### src/rtl/delayslot_redirect_pkg.sv
// delayslot_redirect_pkg: shared types for the fetch-redirect controller.
`default_nettype none

package delayslot_redirect_pkg;

  localparam int DR_VIRT_W = 32;

  typedef logic [DR_VIRT_W-1:0] virt_t;

  typedef enum logic [1:0] {
    DR_IDLE    = 2'd0,
    DR_WAIT_DS = 2'd1,
    DR_REQ     = 2'd2
  } ds_redirect_state_t;

endpackage

`default_nettype wire

### src/rtl/delayslot_redirect_if.sv
// delayslot_redirect_if: execute resolution, decode delay-slot flags and fetch redirect bundle.
`default_nettype none

interface delayslot_redirect_if #(
  parameter int N_ISSUE = 1,
  parameter int ADDR_W  = 32
);
  logic              br_valid;
  logic              br_ready;
  logic              br_taken;
  logic [ADDR_W-1:0] br_target;
  logic              br_ds_in_pipe;
  logic [N_ISSUE-1:0] ds_decoded;
  logic              redirect_valid;
  logic              redirect_ready;
  logic [ADDR_W-1:0] redirect_pc;
  logic              kill_frontend;

  // Pipeline side: drives resolutions, delay-slot flags and fetch readiness.
  modport master (
    output br_valid, br_taken, br_target, br_ds_in_pipe, ds_decoded, redirect_ready,
    input  br_ready, redirect_valid, redirect_pc, kill_frontend
  );

  modport slave (
    input  br_valid, br_taken, br_target, br_ds_in_pipe, ds_decoded, redirect_ready,
    output br_ready, redirect_valid, redirect_pc, kill_frontend
  );
endinterface

`default_nettype wire

### src/rtl/delayslot_redirect_sat_counter.sv
// sat_counter: enabled up-counter that sticks at all-ones; cleared only by reset.
`default_nettype none

module sat_counter #(
  parameter int CNT_W = 32
) (
  input  logic             clk,
  input  logic             rst_n,
  input  logic             en,
  output logic [CNT_W-1:0] count
);

  always_ff @(posedge clk or negedge rst_n) begin
    if (!rst_n) begin
      count <= '0;
    end else if (en && (count != {CNT_W{1'b1}})) begin
      count <= count + 1'b1;
    end
  end

endmodule

`default_nettype wire

### src/rtl/delayslot_redirect.sv
// delayslot_redirect: holds a taken redirect until its delay slot reaches decode,
// then hands it to fetch with a valid/ready handshake and a front-end kill pulse.
`default_nettype none

module delayslot_redirect
  import delayslot_redirect_pkg::*;
#(
  parameter int N_ISSUE = 1,
  parameter int ADDR_W  = 32,
  parameter int CNT_W   = 32
) (
  input  logic                 clk,
  input  logic                 rst_n,
  input  logic                 flush,
  delayslot_redirect_if.slave  bus,
  output logic [CNT_W-1:0]     perf_redirects,
  output logic [CNT_W-1:0]     perf_ds_wait
);

  ds_redirect_state_t state, state_nxt;
  logic [ADDR_W-1:0]  pc_q;
  logic [N_ISSUE-1:0] ds_vec;
  logic               ds_any;
  logic               br_ready_w;
  logic               accept_taken;
  logic               req_active;
  logic               fetch_accept;

  assign ds_vec       = bus.ds_decoded;
  assign ds_any       = |ds_vec;
  assign br_ready_w   = (state == DR_IDLE) & ~flush;
  assign accept_taken = bus.br_valid & br_ready_w & bus.br_taken;
  assign req_active   = (state == DR_REQ);
  // A flush owns the front end, so it suppresses both the kill and the count.
  assign fetch_accept = req_active & bus.redirect_ready & ~flush;

  assign bus.br_ready       = br_ready_w;
  assign bus.redirect_valid = req_active;
  assign bus.redirect_pc    = pc_q;
  assign bus.kill_frontend  = fetch_accept;

  always_ff @(posedge clk or negedge rst_n) begin
    if (!rst_n) begin
      state <= DR_IDLE;
      pc_q  <= '0;
    end else begin
      state <= state_nxt;
      if (accept_taken) begin
        pc_q <= bus.br_target;
      end
    end
  end

  always_comb begin
    state_nxt = state;
    if (flush) begin
      state_nxt = DR_IDLE;
    end else begin
      case (state)
        DR_IDLE: begin
          if (accept_taken) begin
            state_nxt = (bus.br_ds_in_pipe | ds_any) ? DR_REQ : DR_WAIT_DS;
          end
        end
        DR_WAIT_DS: begin
          if (ds_any) begin
            state_nxt = DR_REQ;
          end
        end
        DR_REQ: begin
          if (bus.redirect_ready) begin
            state_nxt = DR_IDLE;
          end
        end
        default: state_nxt = DR_IDLE;
      endcase
    end
  end

  sat_counter #(.CNT_W(CNT_W)) u_ctr_redirects (
    .clk   (clk),
    .rst_n (rst_n),
    .en    (fetch_accept),
    .count (perf_redirects)
  );

  sat_counter #(.CNT_W(CNT_W)) u_ctr_ds_wait (
    .clk   (clk),
    .rst_n (rst_n),
    .en    (state == DR_WAIT_DS),
    .count (perf_ds_wait)
  );

endmodule

`default_nettype wire

### src/flat_wrapper.sv
// flat-port wrapper written by rule: the top's interface ports become plain ports
module delayslot_redirect_flat import delayslot_redirect_pkg::*;
#(
  parameter int N_ISSUE = 1,
  parameter int ADDR_W  = 32,
  parameter int CNT_W   = 32
)
  (clk, rst_n, flush, perf_redirects, perf_ds_wait, bus_br_valid, bus_br_taken, bus_br_target, bus_br_ds_in_pipe, bus_ds_decoded, bus_redirect_ready, bus_br_ready, bus_redirect_valid, bus_redirect_pc, bus_kill_frontend);
  delayslot_redirect_if #(.N_ISSUE(N_ISSUE), .ADDR_W(ADDR_W)) bus_i ();
  input  logic clk;
  input  logic rst_n;
  input  logic flush;
  output logic [CNT_W-1:0] perf_redirects;
  output logic [CNT_W-1:0] perf_ds_wait;
  input wire logic [$bits(bus_i.br_valid)-1:0] bus_br_valid;
  input wire logic [$bits(bus_i.br_taken)-1:0] bus_br_taken;
  input wire logic [$bits(bus_i.br_target)-1:0] bus_br_target;
  input wire logic [$bits(bus_i.br_ds_in_pipe)-1:0] bus_br_ds_in_pipe;
  input wire logic [$bits(bus_i.ds_decoded)-1:0] bus_ds_decoded;
  input wire logic [$bits(bus_i.redirect_ready)-1:0] bus_redirect_ready;
  output wire logic [$bits(bus_i.br_ready)-1:0] bus_br_ready;
  output wire logic [$bits(bus_i.redirect_valid)-1:0] bus_redirect_valid;
  output wire logic [$bits(bus_i.redirect_pc)-1:0] bus_redirect_pc;
  output wire logic [$bits(bus_i.kill_frontend)-1:0] bus_kill_frontend;
  assign bus_i.br_valid = bus_br_valid;
  assign bus_i.br_taken = bus_br_taken;
  assign bus_i.br_target = bus_br_target;
  assign bus_i.br_ds_in_pipe = bus_br_ds_in_pipe;
  assign bus_i.ds_decoded = bus_ds_decoded;
  assign bus_i.redirect_ready = bus_redirect_ready;
  assign bus_br_ready = bus_i.br_ready;
  assign bus_redirect_valid = bus_i.redirect_valid;
  assign bus_redirect_pc = bus_i.redirect_pc;
  assign bus_kill_frontend = bus_i.kill_frontend;
  delayslot_redirect #(.N_ISSUE(N_ISSUE), .ADDR_W(ADDR_W), .CNT_W(CNT_W)) u_core (.clk(clk), .rst_n(rst_n), .flush(flush), .bus(bus_i), .perf_redirects(perf_redirects), .perf_ds_wait(perf_ds_wait));
endmodule
### config.mk
export PLATFORM = sky130hd
export DESIGN_NAME = delayslot_redirect_flat
export DESIGN_NICKNAME = d
export VERILOG_FILES = /design/src/rtl/delayslot_redirect_pkg.sv /design/src/rtl/delayslot_redirect_if.sv /design/src/rtl/delayslot_redirect_sat_counter.sv /design/src/rtl/delayslot_redirect.sv /design/src/flat_wrapper.sv
export SDC_FILE = /design/constraint.sdc
export NUM_CORES = 1
export LEC_CHECK = 0
export ABC_AREA = 1
export CORE_MARGIN = 8
export CORE_UTILIZATION = 45
export DETAILED_ROUTE_END_ITERATION = 6
export PLACE_DENSITY = 0.8
export SLEW_MARGIN = 10
export SYNTH_ARGS = -nofsm -noshare
export SYNTH_HDL_FRONTEND = slang
export SYNTH_SLANG_ARGS = --single-unit
### constraint.sdc
create_clock -name clk -period 1.6 [get_ports clk]
set_input_delay 0.32 -clock clk [delete_from_list [all_inputs] [get_ports clk]]
set_output_delay 0.32 -clock clk [all_outputs]
set_load 0.05 [all_outputs]
* Yosys cells after proc, flatten, opt, wreduce, memory -nomap -nowiden *
Index checks and enable logic that the tools add are counted.

storage, ports and cells
  register bits after elaboration = 98
  bits of input ports = 40

operators by class
  add/sub/neg operators = 2
  equality and inequality tests = 7
  mux-type cells = 6
  bitwise gates (word level) = 7
  reductions and logical operators = 4

operators by type and width
  cell                                            count
  adder 32 x 1 -> 32 bit (second input constant)  2
  != test 32 bit (second input constant)          2
  two-way mux 2 bit                               5
  != test 3 bit (second input constant)           2
  case mux 2 bit (3 select lines)                 1
  AND 1 bit                                       5
  != test 3 x 2 -> 1 bit (second input constant)  1
  AND reduction 3 bit                             1
  == test 2 x 1 -> 1 bit (second input constant)  1
  == test 2 bit (second input constant)           1
  logical AND 1 bit                               2
  zero test 2 bit                                 1
  inverter 1 bit                                  1
  OR 1 bit                                        1

* Logic depth before layout (Yosys ltp) *
Gate-level depths: netlist of the first run.

  depth in word-level cells = 7
  depth in mapped cells = 11
  mapped depth without buffers = 10

* Modules after synthesis *
From an unflattened synthesis of the first run, not the netlist that was laid out.

second synthesis, totals
  cell total of the unflattened synthesis = 826
  area total of the unflattened synthesis = 5,916.9 um^2

modules (own cells, without submodules)
  module                                 times used  cells an instance  area an instance (um^2)
  sat_counter at u_core.u_ctr_redirects  1           333                2,190.9
  sat_counter at u_core.u_ctr_ds_wait    1           329                2,140.8
  delayslot_redirect                     1           164                1,585.3

* Worst setup path after synthesis of the first run *
Ideal clock, no wire load.

  kind = register to register
  start point = register u_core.u_ctr_redirects.count[0]
  end point = register u_core.u_ctr_redirects.count[14]
  setup time = 0.120 ns
  arrival = 1.879 ns
  setup slack = -0.398 ns
  stages on the path, launching flop included = 11
  period minus slack after synthesis = 1.998 ns
  cell sequence = dfrtp_1 -> ha_1 -> inv_1 -> nor2_4 -> nand2_4 -> nor2_8 -> nand2_4 -> buf_6 -> buf_6 -> nand3b_1 -> nand2_1

between the ends
  longest elaborated chain between the ends = 2

ends and longest elaborated chain
  item                                                            line                                  RTL
  from (decl)                                                     delayslot_redirect_sat_counter.sv:10  output logic [CNT_W-1:0] count
  from (signal assigned)                                          delayslot_redirect_sat_counter.sv:17  count <= count + 1'b1;
  branches (longest 2 deep; another with adder 32 x 1 -> 32 bit)  --

Parallel ways; which one is timed is not known.
A chain may end at the register's enable or synchronous reset.

* Final worst setup path of the first run *
  start point = register u_core.state[0]
  end point = output bus_kill_frontend

between the ends
  longest elaborated chain between the ends = 3

ends and longest elaborated chain
  item                    line                      RTL
  from (decl)             delayslot_redirect.sv:20  ds_redirect_state_t state, state_nxt;
  from (signal assigned)  delayslot_redirect.sv:47  state <= state_nxt;
  == test 2 bit           delayslot_redirect.sv:33  assign req_active = (state == DR_REQ);
  AND 1 bit (2 in a row)  delayslot_redirect.sv:35  assign fetch_accept = req_active & bus.redirect_ready & ~flush;
  to (decl)               flat_wrapper.sv:24        output wire logic [$bits(bus_i.kill_frontend)-1:0] bus_kill_frontend;

Every way passes these cells.

==> run summary, run 1 <==
* total design power: 8.10 mW
* master cell of the clock root buffer: clkbuf_16
* antenna violations before repair: 2
* worst hold-check slack: 431 ps
* cell count after synthesis: 816
* number of CTS-inserted buffers: 9
* placed cell count: 1191
* violated checks: setup timing
* hpwl dp: 13600 um
* number of buffers and inverters on the critical path: 3
* register clock-pin slew on the reported worst setup and hold paths: 70 ps
* cells traversed along the worst timing path: inv_2 -> nand2_4 -> nor2_4 -> buf_6 -> buf_12
* number of top-level pins: 139
* Vias/cell: 5.12
* register bit count reported by yosys: 98
* First DRT Iteration DRCs: 535
* most instantiated flip-flop cell in the synthesis netlist: dfrtp_1
* startpoint type of the worst setup path: flip-flop
* RSZ-0062 raised after global routing: yes
* height of the die: 128 um
* pin count of the biggest net entering global routing: 65
* drt wl/cell: 14.9 um
* share of synthesized registers carrying an async set or reset: 1.00
* Skew-Pair Late Insertion Delay: 350 ps
* Initial Utilization: 0.454
* critical path's slowest cell: dfrtp_1
* Seq/Total Area, Yosys: 0.435
* Chip Width: 128 um
* net count after synthesis: 858
* # nets final: 1088
* number of enable flip-flop cells after synthesis: 0
* area grow syn2layout: 62.6%
* placeable core region: 12400 um2
* Worst Path Arrival: 1380 ps
* overflow left after global routing: 0
* count of input and output buffers: 138
* start-to-end type of the worst setup path: reg -> out
* gp weighted congestion: 0.928
* Post-Layout Cell Count: 1225
* fraction of layout instances using a drive strength above 1: 0.332
* clock tree from TritonCTS: built
* worst clock skew: 10.8 ps
* Die Area: 16400 um2
* number of endpoints failing setup at the final stage: 8
* number of clock sinks seen by CTS: 98
* number of max-slew violations in the final report: 0
* outcome: finished, violations left
* DRC viols: 0
* Post-Synthesis Mean Instance Area: 6.91 um2
* number of global-route vias before repair: 6220
* reported leakage power: 4.21 nW
* minimum clock period: 1700 ps
* least setup slack across all paths after layout: -98.8 ps
* top cell type by total area after synthesis: dfrtp_1
* CP required: 1280 ps
* largest stage delay on the critical path: 420 ps
* max-capacitance violation count: 0
* drt first pass iters: 7
* category of the worst setup path capture point: output port
* H-tree lvl count: 3
* ranking of synthesized cells by area: dfrtp_1 43%, nand2_1 27%, nor2_1 6.7%, nand3_1 3.9%, inv_1 3.9%
* buffer levels on the longest clock path: 2
* family with the most delay on the worst path: flip-flops
* Yosys warning count: 0
* number of hold violations in the final report: 0
* area of the mapped netlist: 5640 um2
* transition time of the tightest slew-check pin: 364 ps
* global-route wire length before repair: 29700 um
* setup TNS: -207 ps
* Std-Cell Rows: 41
* Crit Path Max Fanout: 5
* power density over the cells: 883 nW/um2
* Reg2Reg Setup Slack: -10 ps
* number of distinct library cells after synthesis: 29
* highest attainable clock frequency: 0.589 GHz
* total wire length: 18300 um
* Worst IR Drop VDD: 0.946 mV
* Hold Path Class: in -> reg
* All-Layer GR Usage: 0.224
* number of nets with antenna violations after routing: 0
* area fraction of the dominant cell type after synthesis: 0.435
* Tcrit/Tclk final: 1.06
* DR vias: 6270
* Slew headroom: 0.757
-- report_power, final --
part | total (mW) | internal [mW] | leakage [nW] | switching [mW]
Sequential | 3.06 | 2.79 | 1.23 | 0.269
Combinational | 2.92 | 1.11 | 2.84 | 1.81
Clock | 2.12 | 1.08 | 0.136 | 1.03
-- placed cells by master (no fill, tap or decap), types with 4 or more instances in the layout --
cell,synthesis,layout
dfrtp_2,0,54
nand2_1,402,376
nand3_2,0,4
nand3b_1,13,13
nor2_2,8,18
xor2_1,8,8
nor2_1,101,85
buf_4,0,118
inv_1,58,56
nand4_1,18,18
nand2_2,4,27
nand3_1,44,39
clkdlybuf4s50_1,0,36
o21ai_0,8,6
buf_12,0,73
nand2_4,5,6
dfrtp_1,98,44
xnor2_1,12,12
nor2_4,4,10
clkbuf_16,0,11
-- synth_stat cells (all sizes together), types with 6 or more instances --
| library cell | instances |
|---|---|
| nand3 | 44 |
| nand4 | 18 |
| clkbuf | 6 |
| nor2 | 114 |
| buf | 10 |
| nand3b | 13 |
| o21ai | 9 |
| dfrtp | 98 |
| inv | 61 |
| xnor2 | 12 |
| xor2 | 8 |
| nand2 | 412 |
-- per-layer routing --
metal / share of wire / vias up / track usage
met5: 0 / - / 0
met3: 0.088 / 45 / 0.0470
met2: 0.49 / 319 / 0.371
met1: 0.40 / 2917 / 0.278
li1: - / 2989 / -
met4: 0.025 / 0 / 0.0916
-- cell families after synthesis --
| group | share of synthesized area |
|---|---|
| AOI/OAI and AO/OA | 0.0109 |
| xor gates and xnor gates | 0.0310 |
| adders and majority gates | 0.00443 |
| buffers and inverters | 0.0630 |
| DFF | 0.435 |
| and+or+nand+nor | 0.456 |
-- final timing paths --
kind / start / to / cells after the start
worst max-delay path: u_core.state[0] / bus_kill_frontend / 5
worst min-delay path: bus_redirect_ready / u_core.state[1] / 4
worst max register to register: u_core.u_ctr_ds_wait.count[5] / u_core.u_ctr_ds_wait.count[2] / 8
worst min register to register: u_core.bus.redirect_pc[25] / u_core.bus.redirect_pc[25] / 2
max in group asynchronous: rst_n / u_core.u_ctr_redirects.count[11] / 3
min in group asynchronous: rst_n / u_core.u_ctr_redirects.count[28] / 3
-- through the flow --
stage,util,setup slack (ps),cell area (um2)
2_1_floorplan,-,-133,5780
6_report,0.739,-98.8,9180
4_1_cts,0.715,-75.2,8880
3_3_place_gp,0.686,-140,8520
3_5_place_dp,0.686,-235,8520
5_1_grt,0.739,-157,9180
-- cell type report --
class / instances / area [um2]
Sequential cell: 98 / 2520
Fill cell: 887 / 3240
Multi-Input combinational cell: 641 / 3090
Clock buffer: 9 / 225
Antenna cell: 2 / 5.00
Tap cell: 172 / 215
Timing Repair Buffer: 235 / 2820
Inverter: 61 / 239
Clock inverter: 7 / 60.1
-- tightest hold or removal path, stage by stage --
cell,delay (ps)
dlygate4sd2_1,240
inv_1,60
nand3_1,70
nand2_1,50
-- flip-flops by register name (all words and copies together) (netlist names) --
register,flops
u_core.state,2
u_core.u_ctr_ds_wait.count,32
u_core.bus.redirect_pc,32
u_core.u_ctr_redirects.count,32
-- timing repair --
| action | in CTS | in global routing |
|---|---|---|
| buffers inserted | 6 | 7 |
| cloned | 0 | 2 |
| hold endpoints to repair | 34 | 0 |
| endpoints found under the setup margin | 13 | 62 |
| hold buffers | 1 | 0 |
| resized for setup | 11 | 50 |
| pin swaps | 6 | 21 |
No activity file was read; power rests on OpenSTA's default activity.
==> inputs of run 2 (changes only) <==
--- a/config.mk
+++ b/config.mk
@@ -6,10 +6,11 @@
 export NUM_CORES = 1
 export LEC_CHECK = 0
 export ABC_AREA = 1
-export CORE_MARGIN = 8
+export CORE_MARGIN = 2
 export CORE_UTILIZATION = 45
+export CTS_CLUSTER_SIZE = 30
 export DETAILED_ROUTE_END_ITERATION = 6
-export PLACE_DENSITY = 0.8
+export PLACE_DENSITY = 0.89
 export SLEW_MARGIN = 10
 export SYNTH_ARGS = -nofsm -noshare
 export SYNTH_HDL_FRONTEND = slang
==> run summary, run 2 (same netlist as run 1, synthesis figures left out) <==
* number of nets with antenna violations after routing: 0, unchanged
* reported leakage power: 4.41 nW, +4.9%
* Vias/cell: 5.59, +9.2%
* pin count of the biggest net entering global routing: 40, -38%
* register clock-pin slew on the reported worst setup and hold paths: 70 ps, about the same
* minimum clock period: 1770 ps, +69.8 ps
* area taken by flip-flops and latches: 2520 um2, unchanged
* start-to-end type of the worst setup path: reg -> reg
* # nets final: 1110, +2.0%
* Worst Path Arrival: 2020 ps, +640 ps
* gp weighted congestion: 1.01, +9.4%
* violated checks: DRC, setup timing
* buffer levels on the longest clock path: 2, unchanged
* highest attainable clock frequency: 0.565 GHz, -3.9%
* number of CTS-inserted buffers: 9, unchanged
* Filler Cells Inserted: 711, -20%
* Crit Path Max Fanout: 3, -2
* total design power: 8.12 mW, +0.15%
* All-Layer GR Usage: 0.271, +0.0478
* area grow syn2layout: 66.5%
* most used cells in the layout excluding fill and tap cells: 356 x nand2_1, 139 x buf_4, 76 x nor2_1, 72 x buf_12, 55 x inv_1
* combined area of the multi-input logic cells: 3170 um2, +2.8%
* drt wl/cell: 17.5 um, +17%
* worst hold-check slack: 348 ps, -82.8 ps
* count of input and output buffers: 138, unchanged
* Worst IR Drop VDD: 0.930 mV, -1.7%
* most frequent standard cell in the layout excluding fill and tap cells: nand2_1
* reg2reg path depth: 8, unchanged
* Skew-Pair Late Insertion Delay: 360 ps, about the same
* number of top-level pins: 139, unchanged
* transition time of the tightest slew-check pin: 435 ps, +70.6 ps
* Slew headroom: 0.709, -0.0482
* max-capacitance violation count: 0, unchanged
* Post-Place Cell Area: 8550 um2, +0.41%
* master cell of the clock root buffer: clkbuf_16
* antenna violations before repair: 1, -1
* least setup slack across all paths after layout: -169 ps, -69.8 ps
* Hold Path Class: in -> async
* number of global-route vias before repair: 6073, -2.4%
* worst clock skew: 9.10 ps, -1.70 ps
* Std-Cell Rows: 40, -2.4%
* Initial Utilization: 0.466, +0.0114
* hpwl dp: 13400 um, -1.9%
* fraction of layout instances using a drive strength above 1: 0.367, +0.0351
* height of the die: 116 um, -9.4%
* DRC viols: 2, +2
* total wire length: 21700 um, +19%
* Die Area: 13400 um2, -18%
* startpoint type of the worst setup path: flip-flop
* post-route cell area: 9390 um2, +2.4%
* drt first pass iters: 7, unchanged
* number of max-slew violations in the final report: 0, unchanged
* number of hold violations in the final report: 0, unchanged
* overflow left after global routing: 0, unchanged
* setup TNS: -2380 ps, -2170 ps
* Reg2Reg Setup Slack: -170 ps, -160 ps
* global-route wire length before repair: 28800 um, -2.9%
* capture point of the worst path: u_core.u_ctr_redirects.count[22]
* reg2reg end: u_core.u_ctr_redirects.count[22]
* placed cell count: 1194, +0.25%
* RSZ-0062 raised after global routing: yes
* clock tree from TritonCTS: built
* Tcrit/Tclk final: 1.11, +0.0436
* category of the worst setup path capture point: flip-flop
* number of clock sinks seen by CTS: 98, unchanged
* DR vias: 6941, +11%
* power density over the cells: 864 nW/um2, -2.2%
* outcome: finished, violations left
* final core utilization: 0.776, +0.0366
* start point of the critical path: u_core.u_ctr_redirects.count[1]
* startpoint of the worst-slack reg-to-reg timing path: u_core.u_ctr_redirects.count[1]
* CP required: 1860 ps, +580 ps
* Post-Layout Cell Count: 1242, +1.4%
* First DRT Iteration DRCs: 943, +76%
* worst slack after detailed placement: -248 ps, -13.6 ps
* Chip Width: 116 um, -9.4%
* H-tree lvl count: 3, unchanged
* number of endpoints failing setup at the final stage: 34, +26
* placeable core region: 12100 um2, -2.4%
## run 2: cell count changes in the layout (fill, tap and decap cells not counted), moves of 4 or more
cell,change
clkbuf_1,+4
buf_4,+21
nand2_2,+13
nor2_1,-9
nor2_2,+7
nand2_1,-20
nand2_4,+8
## run 2: per-layer routing
metal / vias up / wire, um / GRT usage
li1: 3027 / - / -
met1: 3179 / 7650 / 0.338
met2: 558 / 10400 / 0.452
met3: 177 / 2250 / 0.0586
met4: 0 / 1410 / 0.128
met5: - / 0 / 0
## run 2: power breakdown
part	switching [mW]	leakage [nW]	internal (mW)
Combinational	1.88	3.05	1.13
Clock	0.958	0.131	1.10
Sequential	0.255	1.23	2.80
Total	3.09	4.41	5.02
## run 2: final cells by class
class | instances | share of cell area
repair buffers | 256 | 0.316
flip-flops and latches | 98 | 0.268
clock buffers | 14 | 0.0270
well taps | 168 | 0.0224
repair inverters | 1 | 0.000932
diodes | 1 | 0.000266
multi-input cells | 641 | 0.338
clock inverters | 2 | 0.00147
inverters | 61 | 0.0260
## run 2: worst min-delay path by stage
stage | start | slack (ps) | cells after the start | endpoint
global placement | rst_n | 180 | 1 | u_core.u_ctr_redirects.count[5]
detailed placement | rst_n | 180 | 1 | u_core.u_ctr_redirects.count[6]
finish | rst_n | 350 | 2 | u_core.u_ctr_redirects.count[20]
floorplan | rst_n | 20 | 0 | u_core.bus.redirect_pc[0]
CTS | rst_n | 360 | 2 | u_core.u_ctr_redirects.count[6]
global route | rst_n | 370 | 2 | u_core.u_ctr_redirects.count[20]
## run 2: timing repair
action / 4_1_cts / 5_1_grt
setup endpoints to repair: 7 / 64
pin swaps: 1 / 34
gates cloned: 0 / 3
hold buffers: 1 / 0
buffers inserted: 2 / 25
hold endpoints to repair: 9 / 0
resized for setup: 10 / 87
## run 2: worst max-delay path, cell delays in order, from the launching register on
cell and delay [ps]:
dfrtp_2 400, ha_4 160, nand3_1 120, nor2_2 240, nand3_1 170, nor2_1 250, nand3_1 170, nand2_1 110
nand2_1 60
